[src/rtl/add_ctrl_pkg.sv]
// Shared FSM state encoding and byte width for the multiword add controller.
package add_ctrl_pkg;

    localparam int BYTE_W = 8;

    typedef enum logic [1:0] {
        IDLE = 2'd0,
        RUN  = 2'd1,
        DONE = 2'd2
    } state_t;

endpackage

[src/rtl/RCA_8bit.sv]
// Purpose: 8-bit ripple-carry adder slice shared by the byte-serial controller.
// Latency: combinational.
// Backpressure: none; pure function of its inputs.
module RCA_8bit
    import add_ctrl_pkg::*;
(
    input  logic [BYTE_W-1:0] a,
    input  logic [BYTE_W-1:0] b,
    input  logic              ci,
    output logic [BYTE_W-1:0] s,
    output logic              co
);

    // Carry is a block-local running variable so the chain stays a single comb process.
    logic carry;

    always_comb begin
        carry = ci;
        s     = '0;
        for (int i = 0; i < BYTE_W; i++) begin
            s[i]  = a[i] ^ b[i] ^ carry;
            carry = (a[i] & b[i]) | (carry & (a[i] ^ b[i]));
        end
        co = carry;
    end

endmodule

[src/rtl/multiword_add_ctrl.sv]
// Purpose: W-bit add/subtract computed one byte per cycle on a single shared 8-bit adder, LSB first.
// Latency: out_valid rises NUM_BYTES cycles after the accepting edge.
// Backpressure: result held in DONE until out_ready; in_ready low from accept until the cycle after consume.
module multiword_add_ctrl
    import add_ctrl_pkg::*;
#(
    parameter  int NUM_BYTES = 4,
    localparam int W         = BYTE_W * NUM_BYTES
) (
    input  logic         clk,
    input  logic         rst_n,
    input  logic         in_valid,
    output logic         in_ready,
    input  logic [W-1:0] a,
    input  logic [W-1:0] b,
    input  logic         sub,
    input  logic         c_in,
    output logic         out_valid,
    input  logic         out_ready,
    output logic [W-1:0] sum,
    output logic         c_out,
    output logic         ovf
);

    localparam int              IDX_W    = $clog2(NUM_BYTES);
    localparam logic [IDX_W-1:0] LAST_IDX = IDX_W'(NUM_BYTES - 1);

    state_t              state_q, state_d;
    logic [IDX_W-1:0]    idx_q;
    logic [W-1:0]        a_q, b_q;
    logic                carry_q;
    logic [W-1:0]        sum_q;
    logic                c_out_q, ovf_q;

    logic [BYTE_W-1:0]   a_byte, b_byte, byte_sum;
    logic                byte_co;
    logic                last_byte;

    // Operand byte select on idx.
    always_comb begin
        a_byte = '0;
        b_byte = '0;
        for (int i = 0; i < NUM_BYTES; i++) begin
            if (idx_q == IDX_W'(i)) begin
                a_byte = a_q[i*BYTE_W +: BYTE_W];
                b_byte = b_q[i*BYTE_W +: BYTE_W];
            end
        end
    end

    RCA_8bit u_rca (
        .a  (a_byte),
        .b  (b_byte),
        .ci (carry_q),
        .s  (byte_sum),
        .co (byte_co)
    );

    assign last_byte = (idx_q == LAST_IDX);

    always_ff @(posedge clk or negedge rst_n) begin
        if (!rst_n) begin
            state_q <= IDLE;
        end else begin
            state_q <= state_d;
        end
    end

    always_comb begin
        state_d   = state_q;
        in_ready  = 1'b0;
        out_valid = 1'b0;
        case (state_q)
            IDLE: begin
                in_ready = 1'b1;
                if (in_valid) state_d = RUN;
            end
            RUN: begin
                if (last_byte) state_d = DONE;
            end
            DONE: begin
                out_valid = 1'b1;
                if (out_ready) state_d = IDLE;
            end
            default: state_d = IDLE;
        endcase
    end

    always_ff @(posedge clk or negedge rst_n) begin
        if (!rst_n) begin
            idx_q   <= '0;
            a_q     <= '0;
            b_q     <= '0;
            carry_q <= 1'b0;
            sum_q   <= '0;
            c_out_q <= 1'b0;
            ovf_q   <= 1'b0;
        end else if (state_q == IDLE && in_valid) begin
            // Subtract is a + ~b + 1; c_in only matters for add.
            a_q     <= a;
            b_q     <= sub ? ~b : b;
            carry_q <= sub | c_in;
            idx_q   <= '0;
        end else if (state_q == RUN) begin
            for (int i = 0; i < NUM_BYTES; i++) begin
                if (idx_q == IDX_W'(i)) sum_q[i*BYTE_W +: BYTE_W] <= byte_sum;
            end
            carry_q <= byte_co;
            idx_q   <= idx_q + IDX_W'(1);
            if (last_byte) begin
                c_out_q <= byte_co;
                // Carry into the MSB recovered from the MSB sum bit and its operands.
                ovf_q   <= a_q[W-1] ^ b_q[W-1] ^ byte_sum[BYTE_W-1] ^ byte_co;
            end
        end
    end

    assign sum   = sum_q;
    assign c_out = c_out_q;
    assign ovf   = ovf_q;

endmodule

[config.mk]
export PLATFORM = sky130hd
export DESIGN_NAME = multiword_add_ctrl
export DESIGN_NICKNAME = d
export VERILOG_FILES = /design/src/rtl/add_ctrl_pkg.sv /design/src/rtl/RCA_8bit.sv /design/src/rtl/multiword_add_ctrl.sv
export SDC_FILE = /design/constraint.sdc
export NUM_CORES = 1
export LEC_CHECK = 0
export ABC_AREA = 1
export ABC_CLOCK_PERIOD_IN_PS = 5300
export CORE_MARGIN = 5
export CORE_UTILIZATION = 51
export CTS_CLUSTER_SIZE = 25
export DETAILED_ROUTE_END_ITERATION = 6
export GPL_TIMING_DRIVEN = 0
export PLACE_DENSITY = 0.79
export SLEW_MARGIN = 20
export SYNTH_ARGS = -nofsm -noshare
export SYNTH_HDL_FRONTEND = slang
export SYNTH_SLANG_ARGS = --single-unit
export TNS_END_PERCENT = 20
[constraint.sdc]
create_clock -name clk -period 5.3 [get_ports clk]
set_input_delay 0.795 -clock clk [delete_from_list [all_inputs] [get_ports clk]]
set_output_delay 0.795 -clock clk [all_outputs]
set_load 0.005 [all_outputs]
# Word-level counts from Yosys, hierarchy flattened

Cells that the tools add are included.

Add/subtract/negate cells: 1
Equality and inequality tests: 8
Bitwise operators: 46
Multiplexer cells: 19
Reduce and logical (&&, ||, !) cells: 9

Operators with widths:

| kind                  | number |
|---|---|
| $mux W8               | 8 |
| $mux W32              | 1 |
| $not A32 Y32          | 1 |
| $xor A1 B1 Y1         | 19 |
| $and A1 B1 Y1         | 16 |
| $reduce_and A3 Y1     | 5 |
| $mux W2               | 5 |
| $or A1 B1 Y1          | 9 |
| $eq A2 B2 Y1 const B  | 3 |
| $ne A2 B2 Y1 const B  | 3 |
| $pmux W2 S3           | 1 |
| $eq A2 B1 Y1 const B  | 2 |
| $logic_not A2 Y1      | 2 |
| $mux W1               | 4 |
| $add A2 B1 Y2 const B | 1 |
| $reduce_bool A2 Y1    | 1 |
| $logic_and A1 B1 Y1   | 1 |
| $not A1 Y1            | 1 |

Input port bits: 70
Register bits after elaboration: 103
Output and inout port bits: 36

# Longest topological paths before layout

Gate-level depths: netlist of the first run.

Depth in word-level cells: 24
Mapped depth: 26

# Hierarchy

A second synthesis of the first run with hierarchy kept.

Cells, all modules: 582
Area total of the unflattened synthesis: 5048.6 um^2

By module, submodules not included:

| module             | cells an instance | seq. area each (um^2) | area each (um^2) | instances |
|---|---|---|---|---|
| multiword_add_ctrl | 564               | 2577.5                | 4850.9           | 1 |
| RCA_8bit           | 18                | 0.0                   | 197.7            | 1 |

# Least setup slack after synthesis of the first run

OpenSTA, ideal clock, no wires.

Path kind: register -> register
Start point: register idx_q[1]
End point: register ovf_q (netlist: ovf)
Library setup time: 0.065 ns
Period minus slack after synthesis: 4.735 ns
Setup slack: 0.565 ns
Arrival: 4.670 ns
Cell stages (with the launch flop): 25
Cell sequence: dfrtp_1 -> inv_1 -> ha_1 -> buf_6 -> a21oi_1 -> o21ai_0 -> o21ai_0 -> fa_1 -> fa_1 -> fa_1 -> fa_1 -> fa_1 -> inv_1 -> fa_1 -> inv_1 -> fa_1 -> inv_1 -> fa_1 -> inv_1 -> nand2_1 -> nand2_1 -> nand2_1 -> nand2_1 -> nand2_1 -> nand2_1

Word-level cells in the longest chain between the ends: 23
Elaborated cells between the ends (all ways): 48

RTL lines:

| element                        | RTL line                  | source |
|---|---|---|
| start: declaration             | multiword_add_ctrl.sv:29  | `logic [IDX_W-1:0] idx_q;` |
| start signal: assignment       | multiword_add_ctrl.sv:109 | `idx_q <= idx_q + IDX_W'(1);` |
| $logic_not A2 Y1               | multiword_add_ctrl.sv:44  | `if (idx_q == IDX_W'(i)) begin` |
| $mux W8 (4 in a row)           | multiword_add_ctrl.sv:44  |  |
| $xor A1 B1 Y1                  | RCA_8bit.sv:22            | `carry = (a[i] & b[i]) \| (carry & (a[i] ^ b[i]));` |
| $and A1 B1 Y1                  | RCA_8bit.sv:22            |  |
| $or A1 B1 Y1                   | RCA_8bit.sv:22            |  |
| $and A1 B1 Y1                  | RCA_8bit.sv:22            |  |
| $or A1 B1 Y1                   | RCA_8bit.sv:22            |  |
| $and A1 B1 Y1                  | RCA_8bit.sv:22            |  |
| [... 4 more ...]               | -                         |  |
| $or A1 B1 Y1                   | RCA_8bit.sv:22            |  |
| $and A1 B1 Y1                  | RCA_8bit.sv:22            |  |
| $or A1 B1 Y1                   | RCA_8bit.sv:22            |  |
| $and A1 B1 Y1                  | RCA_8bit.sv:22            |  |
| $or A1 B1 Y1                   | RCA_8bit.sv:22            |  |
| $xor A1 B1 Y1 (*)              | RCA_8bit.sv:21            | `s[i] = a[i] ^ b[i] ^ carry;` |
| net byte_sum[7]                | multiword_add_ctrl.sv:35  | `logic [BYTE_W-1:0] a_byte, b_byte, byte_sum;` |
| $xor A1 B1 Y1 (*) (2 in a row) | multiword_add_ctrl.sv:113 | `ovf_q <= a_q[W-1] ^ b_q[W-1] ^ byte_sum[BYTE_W-1] ^ byte_co;` |
| end signal: assignment         | multiword_add_ctrl.sv:113 |  |
| end: declaration               | multiword_add_ctrl.sv:33  | `logic c_out_q, ovf_q;` |

Mark *: on every way through the listed nets, which the timed path passes. The rest lies on a longest branch.
A chain may end at the register's enable or synchronous reset.

# Final worst setup path of the first run

Start point: register idx_q[0]
End point: register ovf_q (netlist: ovf)

The elaborated chain is that of the path after synthesis.

==> results of run 1 <==
[layer usage]
metal	vias to the layer above	share of wire, %
met2	144	48
met5	-	0
met4	0	1.7
met1	1970	45
met3	22	6.1
li1	2013	-
[final cells by class]
type | count | area share, %
Timing Repair Buffer | 107 | 16.7
Multi-Input combinational cell | 407 | 32.5
Sequential cell | 103 | 39.8
Clock buffer | 9 | 1.91
Clock inverter | 7 | 1.12
Buffer | 31 | 4.15
Inverter | 21 | 1.26
Tap cell | 133 | 2.57
[path summary, 6_finish.rpt]
check                                         endpoint  slack [ps]  depth (start not counted)
worst max-delay path                   ovf$_DFFE_PN0P_         290                         25
worst min-delay path            state_q[1]$_DFFE_PN0P_         330                          1
worst max register to register         ovf$_DFFE_PN0P_         290                         25
worst min register to register      a_q[1]$_DFFE_PN0P_         490                          2
max in group asynchronous          b_q[11]$_DFFE_PN0P_        4360                          2
min in group clk                    a_q[1]$_DFFE_PN0P_         490                          2
[cells by family after synthesis]
kind of cell,after synthesis,share of synthesized area [%]
compound gates,107,11.9
xor+xnor,32,5.58
fa+ha+maj,12,4.18
buf+inv,52,6.92
flops,103,51.3
simple gates,256,20.1
[timing repair]
item / 4_1_cts / 5_1_grt
setup buffers: 0 / 2
pin swaps: 0 / 0
cloned: 0 / 0
hold buffers: 0 / 0
resized for setup: 1 / 5
setup endpoints to repair: 1 / 5
[cells in the final DEF, fill, tap and decap left out, types with 2 or more instances in the layout]
| master | n |
|---|---|
| nor2_1 | 26 |
| nand2_1 | 217 |
| inv_1 | 14 |
| inv_6 | 2 |
| inv_2 | 6 |
| buf_6 | 17 |
| a21oi_1 | 18 |
| fa_1 | 8 |
| xnor2_1 | 32 |
| clkdlybuf4s50_1 | 103 |
| nand2_4 | 3 |
| clkbuf_1 | 3 |
| dfrtp_1 | 103 |
| buf_2 | 5 |
| o21ai_2 | 8 |
| clkbuf_8 | 9 |
| or2_2 | 4 |
| a22oi_1 | 7 |
| o211ai_1 | 5 |
| inv_8 | 2 |
| nand2_2 | 2 |
| o21ai_1 | 16 |
| o21ai_0 | 52 |
| buf_4 | 9 |
| ha_1 | 3 |
[sequential cells by signal, summed over array words and instances, names as in the netlist]
register / count
sum: 32
ovf: 1
a_q: 32
state_q: 2
carry_q: 1
b_q: 32
idx_q: 2
c_out: 1
[where the power goes]
group	internal, mW	leakage, nW	switching, mW
Combinational	1.03	1.67	1.41
Sequential	1.16	1.29	0.223
Clock	0.186	0.0970	0.300
[Yosys cell counts]
| master | instances |
|---|---|
| nand2_1 | 217 |
| dfrtp_1 | 103 |
| o21ai_0 | 54 |
| xnor2_1 | 32 |
| nor2_1 | 26 |
| a21oi_1 | 18 |
| buf_6 | 16 |
| inv_1 | 15 |
| o21ai_1 | 14 |
| fa_1 | 8 |
| o21ai_2 | 8 |
| a22oi_1 | 7 |
| buf_2 | 6 |
| buf_4 | 6 |
| inv_2 | 5 |
| o211ai_1 | 5 |
| ha_1 | 4 |
| or2_2 | 4 |
| clkbuf_1 | 3 |
| nand2_4 | 3 |
| nand2_2 | 2 |
| and2_1 | 1 |
| inv_4 | 1 |
| nand3_1 | 1 |
| nor2_2 | 1 |
| nor2_4 | 1 |
| o31ai_1 | 1 |
[metrics by stage]
step                      hold WS, ps  worst slack [ps]
final                             326               290
after global routing              356              30.0
after CTS                         344              22.3
after detailed placement          467             -51.5
after global placement            464              -228
after floorplan                   444               565
==> results.sh, run 1 <==
export IMPL_start_kind="flip-flop"
export IMPL_dpl_hpwl_mm=9.35
export IMPL_crit_path_frequent_cell="fa_1"
export IMPL_dpl_instance_area_um2=6260
export IMPL_antenna_left=0
export IMPL_n_antenna_cell=0
export IMPL_slowest_stage="fa_1"
export IMPL_hold_class="in -> async"
export IMPL_cts_tree="done"
export IMPL_clock_path_buffers=2
export IMPL_grtUsageMet1_pct=28.7
export IMPL_die_y_um=109
export IMPL_totalPowerFinal_mw=4.31
export IMPL_fin_setup_tns_ps=0
export IMPL_cts_max_level=3
export IMPL_synth_cells=562
export IMPL_drive_gt1_share_pct=10.9
export IMPL_syn_mean_instance_area_um2=8.94
export IMPL_critPathTopFamily="adder cells"
export IMPL_fmax_ghz=0.200
export IMPL_routed_via_count=4149
export IMPL_start_util_pct=51.9
export IMPL_critPathBufInv=7
export IMPL_worstPathRequired_ps=5610
export IMPL_syn_area_um2=5030
export IMPL_multi_input_area_um2=2100
export IMPL_drc=0
export IMPL_met3_usage_pct=3.73
export IMPL_yosysSeqAreaShare_pct=51.3
export IMPL_power_density_nw_per_um2=665
export IMPL_viasPerCell=5.07
export IMPL_wire_per_inst_um=14.8
export IMPL_cp_end_kind="flip-flop"
export IMPL_antenna_found_initial=0
export IMPL_fin_crit_sh_pct=94.5
export IMPL_cts_made_buffers=9
export IMPL_stdcell_area_um2=6480
export IMPL_grt_max_degree=61
export IMPL_cts_root_buf="clkbuf_8"
export IMPL_drt_pass1_iter_count=7
export IMPL_ys_seq_elements=103
export IMPL_drv_slew=0
export IMPL_finClkSkew_ps=11.2
export IMPL_grt_pass1_vias=4118
export IMPL_synth_largest_area_cell="dfrtp_1"
export IMPL_path_clk_slew_ps=100
export IMPL_ir_drop_mv=0.312
export IMPL_ios=106
export IMPL_first_iter_violations=196
export IMPL_clock_latency_ps=370
export IMPL_worst_pin_slew_ps=455
export IMPL_fin_util_pct=66.9
export IMPL_hold_viol_final=0
export IMPL_critPathMaxStageDelay_ps=450
export IMPL_grt_overflow_total=0
export IMPL_cts_sinks=103
export IMPL_max_cap_viol_count=0
export IMPL_area_growth_pct=28.9
export IMPL_grt_usage_pct=21.5
export IMPL_slew_headroom_pct=69.6
export IMPL_cp_startpoint="idx_q[0]$_DFFE_PN0P_"
export IMPL_core_rowCount=36
export IMPL_dp_cells=800
export IMPL_use_met2_pct=35.7
export IMPL_die_w_um=109
export IMPL_arrival_ps=5320
export IMPL_io_buffers=104
export IMPL_drt_wl_total_mm=12.1
export IMPL_r2r_start="idx_q[0]$_DFFE_PN0P_"
export IMPL_synth_distinct_cells=27
export IMPL_busiest_layer="met2"
export IMPL_setup_viol=0
export IMPL_instances_no_fill=818
export IMPL_outcome="finished clean"
export IMPL_finalNetCount=762
export IMPL_crit_type="reg -> reg"
export IMPL_rsz0062_at_grt="false"
export IMPL_cp_max_fo=9
export IMPL_p_leak_nw=3.05
export IMPL_synth_warnings=0
export IMPL_period_minus_slack_ps=5010
export IMPL_grt_first_pass_wirelength_mm=19.8
export IMPL_core_um2=9680
export IMPL_syn_nets=644
export IMPL_synth_top_area_share_pct=51.3
export IMPL_regArea_um2=2580
export IMPL_die_area_um2=11900
export IMPL_fillCellCount=779
export IMPL_gp_congestion=0.834
export IMPL_synthTopCellsByArea="dfrtp_1, nand2_1, xnor2_1"
Note: power is estimated with default switching activity, not from simulation.
==> inputs of run 2 (changes only) <==
Settings changed: GPL_TIMING_DRIVEN 0 to 1, TNS_END_PERCENT 20 to unset.
==> run 2 against run 1 <==
Sequential power barely moved. Critical path depth unchanged. Hold slack improved by 110 ps. Sequential share of layout area up 1.7 points. Critical endpoint unchanged. Worst setup slack got worse by 3.8 ps. Register-to-register slack is essentially flat. Utilization decreased by 2.8 points. Clock skew is 1.5 ps higher. Routed wire length down 5.7%. Global-route usage decreased by 1.8 points. Flip-flop and latch count unchanged. Count of clock-buffer cells in the layout is 2 higher.
==> results.sh, run 2 (synthesized netlist as in run 1, its figures left out) <==
export IMPL_cts_made_buffers=9
export IMPL_area_growth_pct=23.5
export IMPL_cp_depth=25
export IMPL_grt_usage_pct=19.7
export IMPL_cts_sinks=103
export IMPL_drc=0
export IMPL_critPathMaxStageDelay_ps=450
export IMPL_reg2reg_depth=25
export IMPL_mostFrequentLayoutCells="nand2_1, dfrtp_1, clkdlybuf4s50_1"
export IMPL_hold_viol_final=0
export IMPL_finClkSkew_ps=12.7
export IMPL_drt_pass1_iter_count=5
export IMPL_io_buffers=105
export IMPL_crit_type="reg -> reg"
export IMPL_whs_ps=439
export IMPL_switching_share_pct=45.0
export IMPL_arrival_ps=5320
export IMPL_worstPathRequired_ps=5610
export IMPL_slowest_stage="dfrtp_1"
export IMPL_start_kind="flip-flop"
export IMPL_path_clk_slew_ps=100
export IMPL_wire_per_inst_um=14.4
export IMPL_core_um2=9680
export IMPL_drive_gt1_share_pct=7.59
export IMPL_antenna_found_initial=0
export IMPL_cts_tree="done"
export IMPL_drv_slew=0
export IMPL_fin_setup_tns_ps=0
export IMPL_routed_via_count=3976
export IMPL_first_iter_violations=249
export IMPL_stdcell_area_um2=6210
export IMPL_clock_path_buffers=2
export IMPL_cp_max_fo=15
export IMPL_p_leak_nw=2.90
export IMPL_die_y_um=109
export IMPL_setup_viol=0
export IMPL_critPathTopFamily="adder cells"
export IMPL_power_density_nw_per_um2=662
export IMPL_period_minus_slack_ps=5010
export IMPL_fin_crit_sh_pct=94.6
export IMPL_die_area_um2=11900
export IMPL_finalNetCount=736
export IMPL_intPower_mw=2.26
export IMPL_slew_headroom_pct=40.5
export IMPL_grt_max_degree=98
export IMPL_grt_first_pass_wirelength_mm=18.4
export IMPL_dpl_instance_area_um2=6020
export IMPL_dpl_hpwl_mm=8.52
export IMPL_drt_wl_total_mm=11.4
export IMPL_hold_class="in -> async"
export IMPL_max_cap_viol_count=0
export IMPL_p_comb_share_pct=54.4
export IMPL_cts_root_buf="clkbuf_8"
export IMPL_final_common_cell="nand2_1"
export IMPL_grt_pass1_vias=3797
export IMPL_ios=106
export IMPL_fmax_ghz=0.199
export IMPL_n_antenna_cell=0
export IMPL_antenna_left=0
export IMPL_outcome="finished clean"
export IMPL_worst_pin_slew_ps=892
export IMPL_viasPerCell=5.02
export IMPL_seq_power_share_pct=34.3
export IMPL_regArea_um2=2580
export IMPL_start_util_pct=51.9
export IMPL_cp_end_kind="flip-flop"
export IMPL_clock_latency_ps=370
export IMPL_multi_input_area_um2=2100
export IMPL_cts_max_level=3
export IMPL_rsz0062_at_grt="false"
export IMPL_critPathBufInv=7
export IMPL_gp_congestion=0.848
export IMPL_ir_drop_mv=0.297
export IMPL_totalPowerFinal_mw=4.11
export IMPL_grt_overflow_total=0
export IMPL_die_w_um=109
export IMPL_fillCellCount=822
export IMPL_p_sw_mw=1.85
export IMPL_clockPowerShare_pct=11.3
export IMPL_core_rowCount=36
-- run 2: cell count changes in the layout (fill, tap and decap cells not counted), moves of 2 or more --
| cell | change |
|---|---|
| buf_6 | -17 |
| o21ai_1 | -2 |
| inv_8 | -2 |
| o21ai_0 | +2 |
| clkinv_4 | +2 |
| buf_2 | -4 |
| clkbuf_1 | -2 |
-- run 2: repair_timing --
action                                  CTS  global route
endpoints found under the setup margin    0             1
gates resized for setup                   0             1
setup buffers                             0             0
hold buffers                              0             0
-- run 2: per-stage QoR --
stage	std cells	util (%)	setup WS [ps]
floorplan	562	-	565
global route	792	64.1	10.8
CTS	792	64.1	212
global placement	776	62.2	444
finish	792	64.1	287
detailed placement	776	62.2	269
-- run 2: worst paths after layout --
path | from | to | slack, ps
max reg2reg | idx_q[0]$_DFFE_PN0P_ | ovf$_DFFE_PN0P_ | 290
min | rst_n | sum[10]$_DFFE_PN0P_ | 440
min reg2reg | sum[30]$_DFFE_PN0P_ | sum[30]$_DFFE_PN0P_ | 490
max | idx_q[0]$_DFFE_PN0P_ | ovf$_DFFE_PN0P_ | 290
min in group clk | sum[30]$_DFFE_PN0P_ | sum[30]$_DFFE_PN0P_ | 490
max in group asynchronous | rst_n | b_q[15]$_DFFE_PN0P_ | 3770
-- run 2: routing by layer --
layer  part of all wire [%]  global-route usage [%]  up-vias
met5                      0                       0        -
met4                   0.85                    3.83        0
met3                    7.1                    3.91       13
met2                     47                    31.7      141
met1                     45                    28.0     1861
li1                       -                       -     1961
-- run 2: power groups by stage --
stage / Sequential (mW) / Combinational (mW) / Clock (mW)
floorplan: 1.35 / 1.53 / 0
global placement: 1.41 / 2.16 / 0
detailed placement: 1.42 / 2.24 / 0
CTS: 1.41 / 2.26 / 0.468
global route: 1.45 / 2.52 / 0.490
finish: 1.41 / 2.23 / 0.465
-- run 2: layout make-up --
cell class,count,area share (%)
timing repair buffer,112,17.7
tap,133,2.68
multi-input combinational,407,33.9
clock inverter,5,0.685
inverter,21,1.31
clock buffer,11,2.28
sequential,103,41.5
==> inputs of run 3 (changes only) <==
Settings changed: CAP_MARGIN set to 20, TNS_END_PERCENT set to 10.
==> results of run 3 <==
Same layout as run 2: the final DEF is identical, and so are final timing and power.
